===== config.mk =====
export PLATFORM = sky130hd
export DESIGN_NAME = display_scan_ctrl
export DESIGN_NICKNAME = d
export VERILOG_FILES = /design/src/rtl/display_scan_ctrl.sv
export SDC_FILE = /design/constraint.sdc
export NUM_CORES = 1
export LEC_CHECK = 0
export BUFFER_PORTS_ARGS = -buffer_cell sky130_fd_sc_hd__buf_2
export CORE_MARGIN = 2
export CORE_UTILIZATION = 32
export DETAILED_ROUTE_END_ITERATION = 7
export PLACE_DENSITY_LB_ADDON = 0.05
export SYNTH_ARGS = -nofsm -noshare
export SYNTH_HDL_FRONTEND = slang
export SYNTH_SLANG_ARGS = --single-unit

===== constraint.sdc =====
create_clock -name clk -period 6.18 [get_ports clk]
set_input_delay 1.236 -clock clk [delete_from_list [all_inputs] [get_ports clk]]
set_output_delay 1.236 -clock clk [all_outputs]
set_load 0.005 [all_outputs]

===== src/rtl/display_scan_ctrl.sv =====
`default_nettype none
// ============================================================================
// Module   : display_scan_ctrl
// Purpose  : Time-multiplexed scan of an 8-digit, active-low 7-segment
//            display. Each digit slot opens with an all-anodes-off blanking
//            interval, disabled digits are skipped, and new display data is
//            taken only at frame boundaries so a value is never shown torn.
// Ports    : clk        - system clock
//            rst_n      - asynchronous active-low reset
//            enable     - scanning runs while high
//            digit_en   - per-digit enable mask (bit i -> anodos[i])
//            value      - eight hex nibbles, nibble i shown on digit i
//            dp         - decimal point request per digit, active-high
//            load       - strobe capturing value/dp into the pending register
//            segments   - {CA..CG}, active-low
//            dp_n       - decimal point, active-low
//            anodos     - anode drives, active-low
//            digit_idx  - index of the digit being scanned
//            frame_done - one-cycle pulse when a frame completes
// Revision : 1.0 - initial release
// ============================================================================
module display_scan_ctrl #(
  parameter int SCAN_DIV     = 100000,
  parameter int BLANK_CYCLES = 1000
) (
  input  logic       clk,
  input  logic       rst_n,
  input  logic       enable,
  input  logic [7:0] digit_en,
  input  logic [31:0] value,
  input  logic [7:0] dp,
  input  logic       load,
  output logic [6:0] segments,
  output logic       dp_n,
  output logic [7:0] anodos,
  output logic [2:0] digit_idx,
  output logic       frame_done
);

  localparam int CW = (SCAN_DIV > 1) ? $clog2(SCAN_DIV) : 1;
  localparam logic [CW-1:0] c_blank_last = CW'(BLANK_CYCLES - 1);
  localparam logic [CW-1:0] c_show_last  = CW'(SCAN_DIV - BLANK_CYCLES - 1);

  typedef enum logic [1:0] {
    IDLE  = 2'd0,
    BLANK = 2'd1,
    SHOW  = 2'd2
  } state_t;

  state_t          r_state, w_state_nxt;
  logic [2:0]      r_idx, w_idx_nxt;
  logic [CW-1:0]   r_cnt, w_cnt_nxt;
  // Display data is packed as {value[31:0], dp[7:0]}.
  logic [39:0]     r_pending, r_active, w_active_nxt, w_frame_data;
  logic            w_frame_done_nxt;
  logic [3:0]      w_above, w_lowest;
  logic [31:0]     w_vals;
  logic [3:0]      w_nib;
  logic            w_dpbit;

  // Returns {found, index} of the lowest set bit of mask at position >= from.
  function automatic logic [3:0] first_set(input logic [7:0] mask, input logic [3:0] from);
    logic [3:0] res;
    res = 4'h0;
    for (int j = 7; j >= 0; j--) begin
      if (mask[j] && (j >= int'(from))) res = {1'b1, 3'(j)};
    end
    return res;
  endfunction

  function automatic logic [6:0] hex7(input logic [3:0] n);
    logic [6:0] s;
    case (n)
      4'h0: s = 7'b0000001;
      4'h1: s = 7'b1001111;
      4'h2: s = 7'b0010010;
      4'h3: s = 7'b0000110;
      4'h4: s = 7'b1001100;
      4'h5: s = 7'b0100100;
      4'h6: s = 7'b0100000;
      4'h7: s = 7'b0001111;
      4'h8: s = 7'b0000000;
      4'h9: s = 7'b0000100;
      4'hA: s = 7'b0001000;
      4'hB: s = 7'b1100000;
      4'hC: s = 7'b0110001;
      4'hD: s = 7'b1000010;
      4'hE: s = 7'b0110000;
      default: s = 7'b0111000;
    endcase
    return s;
  endfunction

  assign w_above  = first_set(digit_en, {1'b0, r_idx} + 4'd1);
  assign w_lowest = first_set(digit_en, 4'd0);
  // A load coinciding with a frame start goes straight to the active copy.
  assign w_frame_data = load ? {value, dp} : r_pending;

  always_comb begin
    w_state_nxt      = r_state;
    w_idx_nxt        = r_idx;
    w_cnt_nxt        = r_cnt;
    w_active_nxt     = r_active;
    w_frame_done_nxt = 1'b0;
    if (!enable) begin
      w_state_nxt = IDLE;
      w_idx_nxt   = 3'd0;
      w_cnt_nxt   = '0;
    end else begin
      case (r_state)
        IDLE: begin
          if (w_lowest[3]) begin
            w_state_nxt  = BLANK;
            w_idx_nxt    = w_lowest[2:0];
            w_cnt_nxt    = '0;
            w_active_nxt = w_frame_data;
          end
        end
        BLANK: begin
          if (r_cnt == c_blank_last) begin
            w_state_nxt = SHOW;
            w_cnt_nxt   = '0;
          end else begin
            w_cnt_nxt = r_cnt + 1'b1;
          end
        end
        SHOW: begin
          if (r_cnt == c_show_last) begin
            // Index decision: digit_en is only looked at here.
            w_cnt_nxt = '0;
            if (w_above[3]) begin
              w_state_nxt = BLANK;
              w_idx_nxt   = w_above[2:0];
            end else if (w_lowest[3]) begin
              w_state_nxt      = BLANK;
              w_idx_nxt        = w_lowest[2:0];
              w_frame_done_nxt = 1'b1;
              w_active_nxt     = w_frame_data;
            end else begin
              w_state_nxt = IDLE;
              w_idx_nxt   = 3'd0;
            end
          end else begin
            w_cnt_nxt = r_cnt + 1'b1;
          end
        end
        default: begin
          w_state_nxt = IDLE;
          w_idx_nxt   = 3'd0;
          w_cnt_nxt   = '0;
        end
      endcase
    end
  end

  // Outputs are registered from next-state values so they line up with the
  // state they describe; segments are already valid during blanking.
  assign w_vals  = w_active_nxt[39:8];
  assign w_nib   = w_vals[{w_idx_nxt, 2'b00} +: 4];
  assign w_dpbit = w_active_nxt[w_idx_nxt];

  always_ff @(posedge clk or negedge rst_n) begin
    if (!rst_n) begin
      r_state    <= IDLE;
      r_idx      <= 3'd0;
      r_cnt      <= '0;
      r_pending  <= '0;
      r_active   <= '0;
      anodos     <= 8'hFF;
      segments   <= 7'h7F;
      dp_n       <= 1'b1;
      digit_idx  <= 3'd0;
      frame_done <= 1'b0;
    end else begin
      r_state    <= w_state_nxt;
      r_idx      <= w_idx_nxt;
      r_cnt      <= w_cnt_nxt;
      r_active   <= w_active_nxt;
      if (load) r_pending <= {value, dp};
      anodos     <= (w_state_nxt == SHOW) ? ~(8'h01 << w_idx_nxt) : 8'hFF;
      segments   <= (w_state_nxt == IDLE) ? 7'h7F : hex7(w_nib);
      dp_n       <= (w_state_nxt == IDLE) ? 1'b1 : ~w_dpbit;
      digit_idx  <= w_idx_nxt;
      frame_done <= w_frame_done_nxt;
    end
  end

endmodule
`default_nettype wire


==> metrics.yaml <==
status:
  status: "complete, no violations"
power_and_ir_drop:
  share_comb_of_total_power_pct: 15.3
  p_int_w: 0.001666
  netSwitchingPower_w: 0.0005786
  p_seq_share_pct: 40.4
  p_per_area_mw_per_mm2: 318.9
  p_leak_nw: 3.104
  ir_worst_vdd_mv: 0.2231
  swShare_pct: 25.78
  p_clk_share_pct: 44.3
routing:
  routed_via_density: 5.310
  vias: 4466
  post_drt_wl_per_cell_um: 18.47
  firstDrtPassIters: 4
  routed_wl_mm: 15.53
  drc: 0
  drt-initial-drc-count: 293
  ant_nets: 0
synthesis:
  ys.flop_type: "dfrtp_1"
  postSynth.asyncResetShare_pct: 100.0
  postSynthAreaPerCell_um2: 11.11
  synth-seq-cells: 119
  synth_cell_types: 68
  yosys_warnings: 0
  ys_seq_area_share_pct: 51.09
  synth-edff-count: 0
  syn-instance-count: 528
  syn-num-nets: 592
  syn_area_mm2: 0.005868
layout:
  area_delta_synth_final_pct: 19.96
  drive_above_1_share_pct: 28.43
  final_cell_mix: "103 x dfrtp_1, 70 x buf_2, 42 x mux2_2"
  layout_commonest_cell: "dfrtp_1"
  stdcell_count: 841
  final_nets: 664
  n_antenna_cell: 0
  fillers: 1757
  multi_input_area_mm2: 0.002691
  final_util_pct: 39.19
  register_area_mm2: 0.002998
floorplanning:
  core_area_mm2: 0.01796
  fp.dieW_um: 139.4
  core.rowCount: 49
  die_y_um: 139.4
  io_pins: 72
  dieArea_mm2: 0.01944
  start_util_pct: 32.67
global_routing:
  use_met3_pct: 4.061
  antenna_found_initial: 0
  use_met2_pct: 26.14
  grt_max_degree: 78
  track_usage_pct: 16.45
  busiest_layer: "met2"
  grt-ovfl-total: 0
  use_met1_pct: 22.28
  first_global_vias: 4558
  grt_pass1_wl_mm: 25.03
clock_tree:
  tritoncts: "yes"
  holdBufCountCts: 0
  cts.clk_slew.worst_paths_ps: 60
  cts_setup_buffers: 0
  cts.path.max_buffers: 2
  clock_latency_ps: 410
  cts_root_buf: "clkbuf_16"
  cts_made_buffers: 17
  cts_sinks: 119
  h-tree-depth: 4
  cts-resized-gates: 0
critical_path:
  worstSetupEndpointType: "register"
  timing.rr.end: "segments[2]"
  critPathLaunch: "digit_en[4]"
  startpoint_type: "input port"
  ff2ff_setup_slack_ps: 1800
  crit_fanout: 39
  crit_type: "input port to register"
  r2r_cells: 13
  endpoint: "segments[6]"
  rr_startpoint: "r_idx[1]"
  crit_arrival_ps: 4870
  worstPathRequired_ps: 6490
sta:
  worst_pin_slew_ps: 983.1
  fin_worst_skew_ps: 8.520
  relSlewSlack_pct: 34.46
  report.final.slew_viol_count: 0
  period_share_pct: 73.88
  finalHoldViolations: 0
  setup_viol: 0
  setup_tns_ps: 0
  fmax_mhz: 219.0
  hold_slack_ps: 478.4
  post-route-min-period_ps: 4565
  rsz0062_at_grt: "no"
job:
  drv_cap: 0
placement:
  dp_cells: 810
  port_buffers: 71
  hpwlAfterDp_mm: 10.86
  place_congestion: 0.8370
hold_path:
  min_path_type: "register to register"
==> critical path, stage by stage <==
cell and delay, ps:
buf_2 120, nor4_1 680, a21boi_1 180, and2_1 300, nand2b_1 350, and2_4 500, a21oi_1 160, o221a_2 260
o311a_1 510, nor4b_1 230, nor4_1 320
==> stage by stage <==
stage	total power [W]	cell area (um2)	setup WS (ps)
floorplan	0.001139	5868	1833
finish	0.002245	7039	1615
detailed placement	0.001263	6442	1147
global route	0.002353	7039	1328
CTS	0.002279	7039	1615
global placement	0.001261	6442	1250
==> layout make-up <==
class	count	share of cell area, %
Multi-Input combinational cell	368	38.23
Clock inverter	11	2.133
Inverter	17	0.9065
Clock buffer	20	6.346
Sequential cell	119	42.59
Tap cell	229	4.070
Timing Repair Buffer	77	5.723
==> cells by family (layout without fill, tap and decap cells) <==
family | Yosys count | after routing | synth area share (%)
buf+inv | 41 | 125 | 3.049
compound gates | 141 | 141 | 17.93
simple gates | 158 | 158 | 14.95
fa+ha+maj | 12 | 12 | 2.559
mux | 48 | 48 | 9.083
flops | 119 | 119 | 51.09
xor+xnor | 9 | 9 | 1.343
==> cells in the mapped netlist (4+ instances only) <==
| cell | instances | share of area (%) |
|---|---|---|
| a21oi_1 | 8 | 0.68 |
| nand3_1 | 18 | 1.5 |
| nand2b_1 | 10 | 1.1 |
| and2_1 | 4 | 0.43 |
| xor2_1 | 6 | 0.90 |
| a21boi_0 | 4 | 0.51 |
| mux2_2 | 42 | 8.1 |
| nand2_1 | 35 | 2.2 |
| a221o_1 | 11 | 1.9 |
| nor2_1 | 26 | 1.7 |
| nor3_1 | 6 | 0.51 |
| nand4_1 | 10 | 1.1 |
| dfrtp_1 | 103 | 44 |
| dfstp_2 | 16 | 7.2 |
| buf_2 | 5 | 0.43 |
| o211ai_1 | 5 | 0.64 |
| o21ai_0 | 34 | 2.9 |
| ha_1 | 12 | 2.6 |
| and3_1 | 14 | 1.5 |
| mux2i_1 | 6 | 1.0 |
| a211o_1 | 5 | 0.75 |
| inv_1 | 15 | 0.96 |
| a31oi_1 | 5 | 0.53 |
| a22o_1 | 29 | 4.3 |
| o22ai_1 | 5 | 0.53 |
| clkbuf_1 | 12 | 0.77 |
| nor2b_1 | 6 | 0.64 |
| buf_1 | 4 | 0.26 |
| nor4_1 | 5 | 0.53 |
==> how the worst min path moves through the flow <==
stage / from / to / slack [ps] / cells past startpoint
CTS: r_active[31] / r_active[31] / 480 / 2
detailed placement: r_active[31] / r_active[31] / 470 / 2
global route: r_pending[12] / r_pending[12] / 520 / 1
finish: r_active[31] / r_active[31] / 480 / 2
global placement: r_active[31] / r_active[31] / 470 / 2
floorplan: r_active[39] / r_active[39] / 440 / 2
==> state kept, by name, summed over array words and instances, names as in the netlist <==
signal,cells
r_pending,40
dp_n,1
frame_done,1
segments,7
anodos,8
r_cnt,17
r_idx,3
r_state,2
r_active,40
==> per-layer routing <==
layer	vias to the layer above	part of all wire (%)
met5	-	0
met4	0	1.0
met3	8	4.0
met2	108	47
met1	2225	48
li1	2125	-
==> power groups by stage <==
stage | registers, W | clock network, W | logic [W]
after global routing | 0.000916 | 0.00106 | 0.000379
after detailed placement | 0.000919 | 0 | 0.000345
final | 0.000908 | 0.000995 | 0.000343
after floorplan | 0.000912 | 0 | 0.000227
after global placement | 0.000919 | 0 | 0.000343
after CTS | 0.000908 | 0.00102 | 0.000347
No activity file was read; power rests on OpenSTA's default activity.
